==> config.mk <==
export PLATFORM = sky130hd
export DESIGN_NAME = fetch_unit
export DESIGN_NICKNAME = d
export VERILOG_FILES = /design/src/rtl/fetch_pkg.sv /design/src/rtl/fetch_queue.sv /design/src/rtl/fetch_unit.sv
export SDC_FILE = /design/constraint.sdc
export NUM_CORES = 1
export LEC_CHECK = 0
export ABC_AREA = 1
export CAP_MARGIN = 10
export CELL_PAD_IN_SITES_DETAIL_PLACEMENT = 0
export CELL_PAD_IN_SITES_GLOBAL_PLACEMENT = 1
export CORE_ASPECT_RATIO = 1.1
export CORE_MARGIN = 8
export CORE_UTILIZATION = 38
export DETAILED_ROUTE_END_ITERATION = 10
export PLACE_DENSITY_LB_ADDON = 0.1
export SLEW_MARGIN = 20
export SYNTH_ARGS = -nofsm -noshare
export SYNTH_HDL_FRONTEND = slang
export SYNTH_SLANG_ARGS = --single-unit
==> constraint.sdc <==
create_clock -name clk -period 2.9 [get_ports clk]
set_input_delay 0.58 -clock clk [delete_from_list [all_inputs] [get_ports clk]]
set_output_delay 0.58 -clock clk [all_outputs]
set_load 0.01 [all_outputs]
==> src/rtl/fetch_pkg.sv <==
// Shared types and constants for the instruction fetch stage.
package fetch_pkg;

   typedef enum logic [1:0] {
      IDLE  = 2'd0,
      RUN   = 2'd1,
      DRAIN = 2'd2
   } fetch_state_t;

   localparam int unsigned QDEPTH        = 2;
   localparam logic [31:0] PC_STEP       = 32'd4;
   localparam logic [31:0] PC_R15_OFFSET = 32'd8;

   typedef struct packed {
      logic [31:0] instr;
      logic [31:0] pc;
   } fetch_entry_t;

endpackage

==> src/rtl/fetch_queue.sv <==
// Two-entry prefetch queue plus the in-order tag FIFO of issued fetch
// addresses; each response pops one tag, which becomes the pushed entry's pc.
module fetch_queue
   import fetch_pkg::*;
(
   input  logic         clk,
   input  logic         reset,
   input  logic         push_i,
   input  logic [31:0]  push_instr_i,
   input  logic         pop_i,
   input  logic         flush_i,
   input  logic         tag_push_i,
   input  logic [31:0]  tag_pc_i,
   input  logic         tag_pop_i,
   output fetch_entry_t head_o,
   output logic [1:0]   count_o
);

   fetch_entry_t entries_q [QDEPTH];
   logic [31:0]  tags_q    [QDEPTH];
   logic         rd_ptr_q, rd_ptr_d;
   logic         wr_ptr_q, wr_ptr_d;
   logic [1:0]   count_q, count_d;
   logic         tag_rd_q, tag_rd_d;
   logic         tag_wr_q, tag_wr_d;

   // Pointer and occupancy next-state; with two entries a pointer step is a toggle.
   // Tag pointers ignore flush: discarded responses still retire their tags.
   always_comb begin
      rd_ptr_d = rd_ptr_q;
      wr_ptr_d = wr_ptr_q;
      count_d  = count_q;
      tag_rd_d = tag_rd_q;
      tag_wr_d = tag_wr_q;
      if (flush_i) begin
         rd_ptr_d = '0;
         wr_ptr_d = '0;
         count_d  = '0;
      end else begin
         if (push_i) wr_ptr_d = ~wr_ptr_q;
         if (pop_i)  rd_ptr_d = ~rd_ptr_q;
         count_d = count_q + {1'b0, push_i} - {1'b0, pop_i};
      end
      if (tag_push_i) tag_wr_d = ~tag_wr_q;
      if (tag_pop_i)  tag_rd_d = ~tag_rd_q;
   end

   // Storage and pointer registers; reset clears the entries so outputs read zero.
   always_ff @(posedge clk) begin
      if (!reset) begin
         entries_q <= '{default: '0};
         tags_q    <= '{default: '0};
         rd_ptr_q  <= '0;
         wr_ptr_q  <= '0;
         count_q   <= '0;
         tag_rd_q  <= '0;
         tag_wr_q  <= '0;
      end else begin
         if (push_i && !flush_i) begin
            entries_q[wr_ptr_q] <= '{instr: push_instr_i, pc: tags_q[tag_rd_q]};
         end
         if (tag_push_i) begin
            tags_q[tag_wr_q] <= tag_pc_i;
         end
         rd_ptr_q <= rd_ptr_d;
         wr_ptr_q <= wr_ptr_d;
         count_q  <= count_d;
         tag_rd_q <= tag_rd_d;
         tag_wr_q <= tag_wr_d;
      end
   end

   assign head_o  = entries_q[rd_ptr_q];
   assign count_o = count_q;

endmodule

==> src/rtl/fetch_unit.sv <==
// Instruction fetch stage: owns the fetch PC, issues credit-limited in-order
// requests to instruction memory and presents buffered words to decode.
module fetch_unit
   import fetch_pkg::*;
#(
   parameter logic [31:0] RESET_PC = 32'h0000_0000
) (
   input  logic        clk,
   input  logic        reset,
   output logic        imem_req,
   output logic [31:0] imem_addr,
   input  logic        imem_gnt,
   input  logic        imem_rvalid,
   input  logic [31:0] imem_rdata,
   output logic        instr_valid,
   output logic [31:0] instr,
   output logic [31:0] instr_pc,
   output logic [31:0] pc_plus8,
   input  logic        instr_ready,
   input  logic        PCSrc,
   input  logic [31:0] branch_target
);

   fetch_state_t state_q, state_d;
   logic [31:0]  fetch_pc_q, fetch_pc_d;
   logic [1:0]   outstanding_q, outstanding_d;
   logic [1:0]   drop_q, drop_d;
   logic [1:0]   count;
   fetch_entry_t head;
   logic         pop, issue, redirect, push, has_credit;

   assign pop      = instr_valid & instr_ready;
   assign redirect = pop & PCSrc;
   assign issue    = imem_req & imem_gnt;
   assign push     = imem_rvalid & (state_q == RUN) & ~redirect;

   // credits = 2 - count - outstanding + pop, tested as a compare so it cannot underflow.
   assign has_credit = ({1'b0, count} + {1'b0, outstanding_q}) < (3'd2 + {2'b00, pop});

   assign imem_req    = (state_q == RUN) & has_credit & ~redirect;
   assign imem_addr   = fetch_pc_q;
   assign instr_valid = (count != 2'd0) & (state_q == RUN);
   assign instr       = head.instr;
   assign instr_pc    = head.pc;
   assign pc_plus8    = head.pc + PC_R15_OFFSET;

   assign outstanding_d = outstanding_q + {1'b0, issue} - {1'b0, imem_rvalid};

   // FSM, fetch PC and drop-counter next-state.
   always_comb begin
      state_d    = state_q;
      fetch_pc_d = fetch_pc_q;
      drop_d     = drop_q;
      if (issue) fetch_pc_d = fetch_pc_q + PC_STEP;
      case (state_q)
         IDLE: state_d = RUN;
         RUN: begin
            if (redirect) begin
               fetch_pc_d = branch_target & ~32'h0000_0003;
               drop_d     = outstanding_d;
               state_d    = (outstanding_d != 2'd0) ? DRAIN : RUN;
            end
         end
         DRAIN: begin
            if (imem_rvalid) begin
               drop_d = drop_q - 2'd1;
               if (drop_q == 2'd1) state_d = RUN;
            end
         end
         default: state_d = IDLE;
      endcase
   end

   // Control registers with synchronous active-low reset.
   always_ff @(posedge clk) begin
      if (!reset) begin
         state_q       <= IDLE;
         fetch_pc_q    <= RESET_PC;
         outstanding_q <= '0;
         drop_q        <= '0;
      end else begin
         state_q       <= state_d;
         fetch_pc_q    <= fetch_pc_d;
         outstanding_q <= outstanding_d;
         drop_q        <= drop_d;
      end
   end

   fetch_queue u_queue (
      .clk          (clk),
      .reset        (reset),
      .push_i       (push),
      .push_instr_i (imem_rdata),
      .pop_i        (pop),
      .flush_i      (redirect),
      .tag_push_i   (issue),
      .tag_pc_i     (fetch_pc_q),
      .tag_pop_i    (imem_rvalid),
      .head_o       (head),
      .count_o      (count)
   );

endmodule

# == Word level (Yosys, flattened, before mapping) ==
# Index checks and enable logic that the tools add are counted.
# classes
n_addsub,9
n_mul,0
div,0
n_lt_le_gt_ge,7
eq_ne,6
shift,0
muxes,23
bitwise_logic,18
n_reduce_logical,11
# ops
cell,count
2-to-1 mux 64 bit,4
2-to-1 mux 32 bit,7
bitwise mux 128 bit,1
bitwise mux 64 bit,1
demux 64 bit (select 1 bit),1
adder 32 x 3 -> 32 bit (second input constant),1
adder 32 x 4 -> 32 bit (second input constant),1
demux 32 bit (select 1 bit),1
2-to-1 mux 2 bit,6
AND 1 bit,8
>= comparator 2 bit (second input constant),4
NOT 1 -> 2 bit,4
!= test 2 bit (second input constant),3
NOT 1 bit,6
case mux 2 bit (3 select lines),1
AND reduction 3 bit,2
nonzero test 2 bit,3
adder 2 x 1 -> 2 bit,2
== test 2 x 1 -> 1 bit (second input constant),2
less-than comparator 2 x 1 -> 1 bit (second input constant),2
case mux 2 bit (2 select lines),1
subtractor 2 x 1 -> 2 bit,2
adder 2 x 1 -> 3 bit (first input constant),1
adder 2 x 2 -> 3 bit,1
7 further kinds,9
# word_totals
register_bits,236
latch_bits,0
ramBits,0
rom_bits,0
output_inout_bits,130
elab_cells,89
mem_count,0

# == Logic depth before layout (Yosys ltp) ==
# logic_depth
ltp_word,14
ltp_mapped,16
ltp_nobuf,15

# == Cells and area by module ==
# From an unflattened synthesis, not the netlist that was laid out.
# hier_totals
hier_cells,1936
hier_area_um2,12049.1
# modules_own_cells
mod,n_inst,cells_per_inst,area_per_inst_um2,seq_area_each_um2
fetch_queue,1,1310,8528.2,3963.8
fetch_unit,1,626,3520.9,720.7

# == Least setup slack after synthesis ==
# OpenSTA, ideal clock, no wires.
# synth_path
kind,flip-flop to flip-flop
from,reg outstanding_q[0]
to,reg drop_q[1]
arrival_ns,2.628
required_time_ns,2.830
path_slack_ns,0.203
stages_incl_launch_ff,15
path_buffers,1
period_less_slack_ns,2.697
path_cell_list,dfxtp_1 ha_1 fa_1 nand2_1 nand4_2 clkbuf_1 ha_1 inv_1 ha_1 xor2_1 xor2_1 inv_1 o21ai_0 o21ai_0 a21oi_1
# synth_via
elab_chain_cells,9
# synth_rtl
element,line_no,rtl
start: declaration,fetch_unit.sv:26,"logic [1:0] outstanding_q, outstanding_d;"
start signal: assignment,fetch_unit.sv:84,outstanding_q <= outstanding_d;
adder 2 x 2 -> 3 bit,fetch_unit.sv:38,"assign has_credit = ({1'b0, count} + {1'b0, outstanding_q}) < (3'd2 + {2'b00, pop});"
less-than comparator 3 bit,fetch_unit.sv:38,
AND 1 bit (2 in a row),fetch_unit.sv:40,assign imem_req = (state_q == RUN) & has_credit & ~redirect;
AND 1 bit,fetch_unit.sv:34,assign issue = imem_req & imem_gnt;
adder 2 x 1 -> 2 bit *,fetch_unit.sv:47,"assign outstanding_d = outstanding_q + {1'b0, issue} - {1'b0, imem_rvalid};"
subtractor 2 x 1 -> 2 bit *,fetch_unit.sv:47,
2-to-1 mux 2 bit *,fetch_unit.sv:58,if (redirect) begin
case mux 2 bit (2 select lines) *,fetch_unit.sv:55,case (state_q)
end signal: assignment,fetch_unit.sv:85,drop_q <= drop_d;
end: declaration,fetch_unit.sv:27,"logic [1:0] drop_q, drop_d;"
# Mark *: on every way between the ends. The rest lies on a longest branch, timed or not. The select of a mux whose other input is x is not followed.
# A chain may end at the register's enable or synchronous reset.

# == Final worst setup path ==
# layout_path
from,reg u_queue.rd_ptr_q
to,out pc_plus8[31]
# layout_via
elab_chain_cells,5
# layout_rtl
element,line_no,rtl
start: declaration,fetch_queue.sv:21,"logic rd_ptr_q, rd_ptr_d;"
start signal: assignment,fetch_queue.sv:65,rd_ptr_q <= rd_ptr_d;
NOT 1 -> 2 bit (implied by the code),fetch_queue.sv:73,assign head_o = entries_q[rd_ptr_q];
2-to-1 mux 64 bit (implied by the code) (3 in a row),fetch_queue.sv:73,
adder 32 x 4 -> 32 bit,fetch_unit.sv:45,assign pc_plus8 = head.pc + PC_R15_OFFSET;
end: declaration,fetch_unit.sv:18,"output logic [31:0] pc_plus8,"
# No other way between the ends. The select of a mux whose other input is x is not followed.

==> flow_metrics.tcl <==
set metrics [dict create \
    final_cells 2250 \
    worst_setup_path_start_kind "flop" \
    setup_viol_count_final 8 \
    crit_arrival_ns 2.38 \
    cp_max_fo 5 \
    ant_nets 0 \
    rows 66 \
    finish.utilization_pct 51.1 \
    reg2reg_slack_ns 0.30 \
    grt_max_degree 157 \
    boundaryPins 200 \
    r2r-end "drop_q[1]" \
    vias 10800 \
    clk_pin_slew_worst_paths_ns 0.06 \
    routed_wirelength_mm 33.8 \
    ctsHoldBuffers 0 \
    violations "negative setup slack" \
    syn_inst 1637 \
    gr-total-overflow 0 \
    crit_start "u_queue.rd_ptr_q" \
    drt_first_pass_iters 5 \
    min_to "u_queue.entries_q[106]" \
    dieWidth_um 181 \
    avgSynthCellArea_um2 6.93 \
    worstMarginPinSlew_ns 0.721 \
    drt_iter0_markers 598 \
    critical_path_class "flop to output port" \
    r2r_start "outstanding_q[0]" \
    maxCapViolCount 0 \
    skew_ns 0.0131 \
    port_buffers 191 \
    place_congestion 0.918 \
    clkSinkCount 226 \
    cts.path.max_buffers 3 \
    ff2ff_path_depth 13 \
    relSlewSlack_pct 51.9 \
    wire_per_inst_um 15.0 \
    dp_hpwl_mm 23.0 \
    ir_worst_vdd_v 0.000366 \
    dpl.cell_count 2179 \
    grt_pass1_vias 10500 \
    total_power_mw 10.1 \
    yosys_warnings 0 \
    cts-root-buf "clkbuf_16" \
    power.density_nw_per_um2 669 \
    tritoncts "done" \
    ys_seq_area_share_pct 39.9 \
    drive_above_1_share_pct 15.8 \
    via_per_inst 4.79 \
    fin_crit_ns 2.96 \
    grt_pass1_wl_mm 55.1 \
    cp-end-kind "output port" \
    hold_depth 2 \
    layout.nets 1935 \
    syn2layout_area_growth_pct 32.7 \
    htreeDepth 1 \
    cts_made_buffers 26 \
    antenna_found_initial 0 \
    grt_usage_pct 18.5 \
    dieHeight_um 197 \
    maxSlewViolCount 0 \
    hp-class "flop to flop" \
    synth_area_um2 11300 \
    core_um2 29500 \
    n_fill_cell 3040 \
    hold_viol 0 \
    start_util_pct 38.5 \
    worstSkewPairLatency_ns 0.53 \
    holdCritStartpoint "u_queue.entries_q[106]" \
    fin_ws_ns -0.0624 \
    diodes 0 \
    drc 0 \
    yosysUniqueCellTypes 42 \
    worstPathRequired_ns 2.32 \
    synth-seq-cells 226 \
    dieArea_um2 35700 \
    cellLeakagePower_nw 6.45 \
    status "complete, but fails checks" \
    rsz0062_at_grt "true" \
    fmax_ghz 0.338 \
    tns_ns -0.221 \
    min_period_over_period_pct 102 \
]
## worst max-delay path by stage
stage | endpoint | slack (ns) | depth (start not counted)
2_1_floorplan | drop_q[1] | 0.20 | 14
3_3_place_gp | pc_plus8[23] | 0.02 | 11
3_5_place_dp | pc_plus8[23] | 0.0003 | 11
4_1_cts | pc_plus8[25] | -0.18 | 11
5_1_grt | pc_plus8[31] | -0.20 | 12
6_report | pc_plus8[31] | -0.06 | 12
## critical path, stage by stage, from the launching register on
cell     delay, ns
dfxtp_4       0.38
buf_8         0.15
nand2_2       0.07
o21ai_2       0.06
inv_2         0.07
ha_4          0.15
nand3_4       0.11
buf_4         0.18
nor3_4        0.17
buf_4         0.14
nand3_1       0.07
xnor2_1       0.13
buf_2         0.15
## cells in the final DEF (no fill, tap or decap), types with 7 or more instances in the layout
cell	count
nor3_1	16
buf_2	23
clkdlybuf4s50_1	155
buf_4	70
xor2_1	34
mux2_2	30
nor2_2	18
o21ai_1	8
dfxtp_1	225
ha_1	7
nand2_1	391
o21ai_2	13
a21oi_1	129
clkbuf_16	26
clkbuf_1	7
nor2_4	10
buf_12	10
inv_1	151
xnor2_1	9
buf_6	14
nand3_1	69
nand2_2	17
nor2_1	177
o21ai_4	9
o21ai_0	170
inv_2	16
## through the flow
stage	setup slack, ns	hold WS, ns	instance area [um2]
floorplan	0.203	0.424	11400
global placement	0.0207	0.433	13900
detailed placement	0.000271	0.439	13900
CTS	-0.176	0.448	14900
global route	-0.203	0.464	15100
finish	-0.0624	0.446	15100
## state kept, by name, indices dropped and copies added (netlist names)
| register | cells |
|---|---|
| drop_q | 2 |
| u_queue.rd_ptr_q | 1 |
| u_queue.tags_q | 60 |
| u_queue.tag_wr_q | 1 |
| u_queue.count_o | 2 |
| imem_addr | 30 |
| u_queue.entries_q | 124 |
| outstanding_q | 2 |
| u_queue.wr_ptr_q | 1 |
| state_q | 2 |
| u_queue.tag_rd_q | 1 |
## power breakdown
group / switching [mW] / internal (mW)
registers: 0.295 / 3.52
clock network: 1.30 / 1.79
logic: 1.78 / 1.40
## cell usage after synthesis (all sizes together)
cell type	number	area (um2)
o21bai	1	7.51
fa	1	20.0
buf	51	314
dfxtp	226	4520
nand3	76	415
ha	8	100
conb	1	3.75
a31oi	1	21.3
a21oi	129	646
xor2	35	307
a41oi	1	8.76
nand2	410	1560
mux2	30	338
nor3	19	116
a21boi	1	7.51
or2	3	18.8
xnor2	10	87.6
clkinv	1	3.75
nand4	6	43.8
nor2	205	840
o21ai	200	1110
inv	167	627
nor3b	1	12.5
clkbuf	49	185
nand3b	5	37.5
## timing repair
item / in CTS / in global routing
gates resized for setup: 142 / 41
setup buffers: 21 / 5
pin swaps: 16 / 19
setup endpoints to repair: 53 / 59
## layer usage
metal,part of all wire (%),vias to the layer above,track usage [%],wire [um]
met4,1.8,0,4.50,609
met3,5.6,43,3.83,1900
met2,46,255,30.8,15400
met1,47,4852,24.2,15900
li1,-,5628,-,-
met5,0,-,0,0
## area by class of cell
class / instances / area, um2 / area share [%]
Tap cell: 374 / 468 / 3.11
Inverter: 168 / 631 / 4.19
Clock inverter: 10 / 68.8 / 0.457
Sequential cell: 226 / 4530 / 30.1
Multi-Input combinational cell: 1148 / 5910 / 39.3
Clock buffer: 38 / 746 / 4.95
Timing Repair Buffer: 286 / 2700 / 18.0
## logic make-up after synthesis
logic type,count (synthesis),share of synthesized area [%]
adders and majority gates,9,1.06
DFF,226,39.9
other,1,0.0330
and+or+nand+nor,725,26.8
muxes,30,2.98
AOI/OAI and AO/OA,333,15.8
buffers and inverters,268,9.96
xor gates and xnor gates,45,3.47
Note: power is estimated with default switching activity, not from simulation.
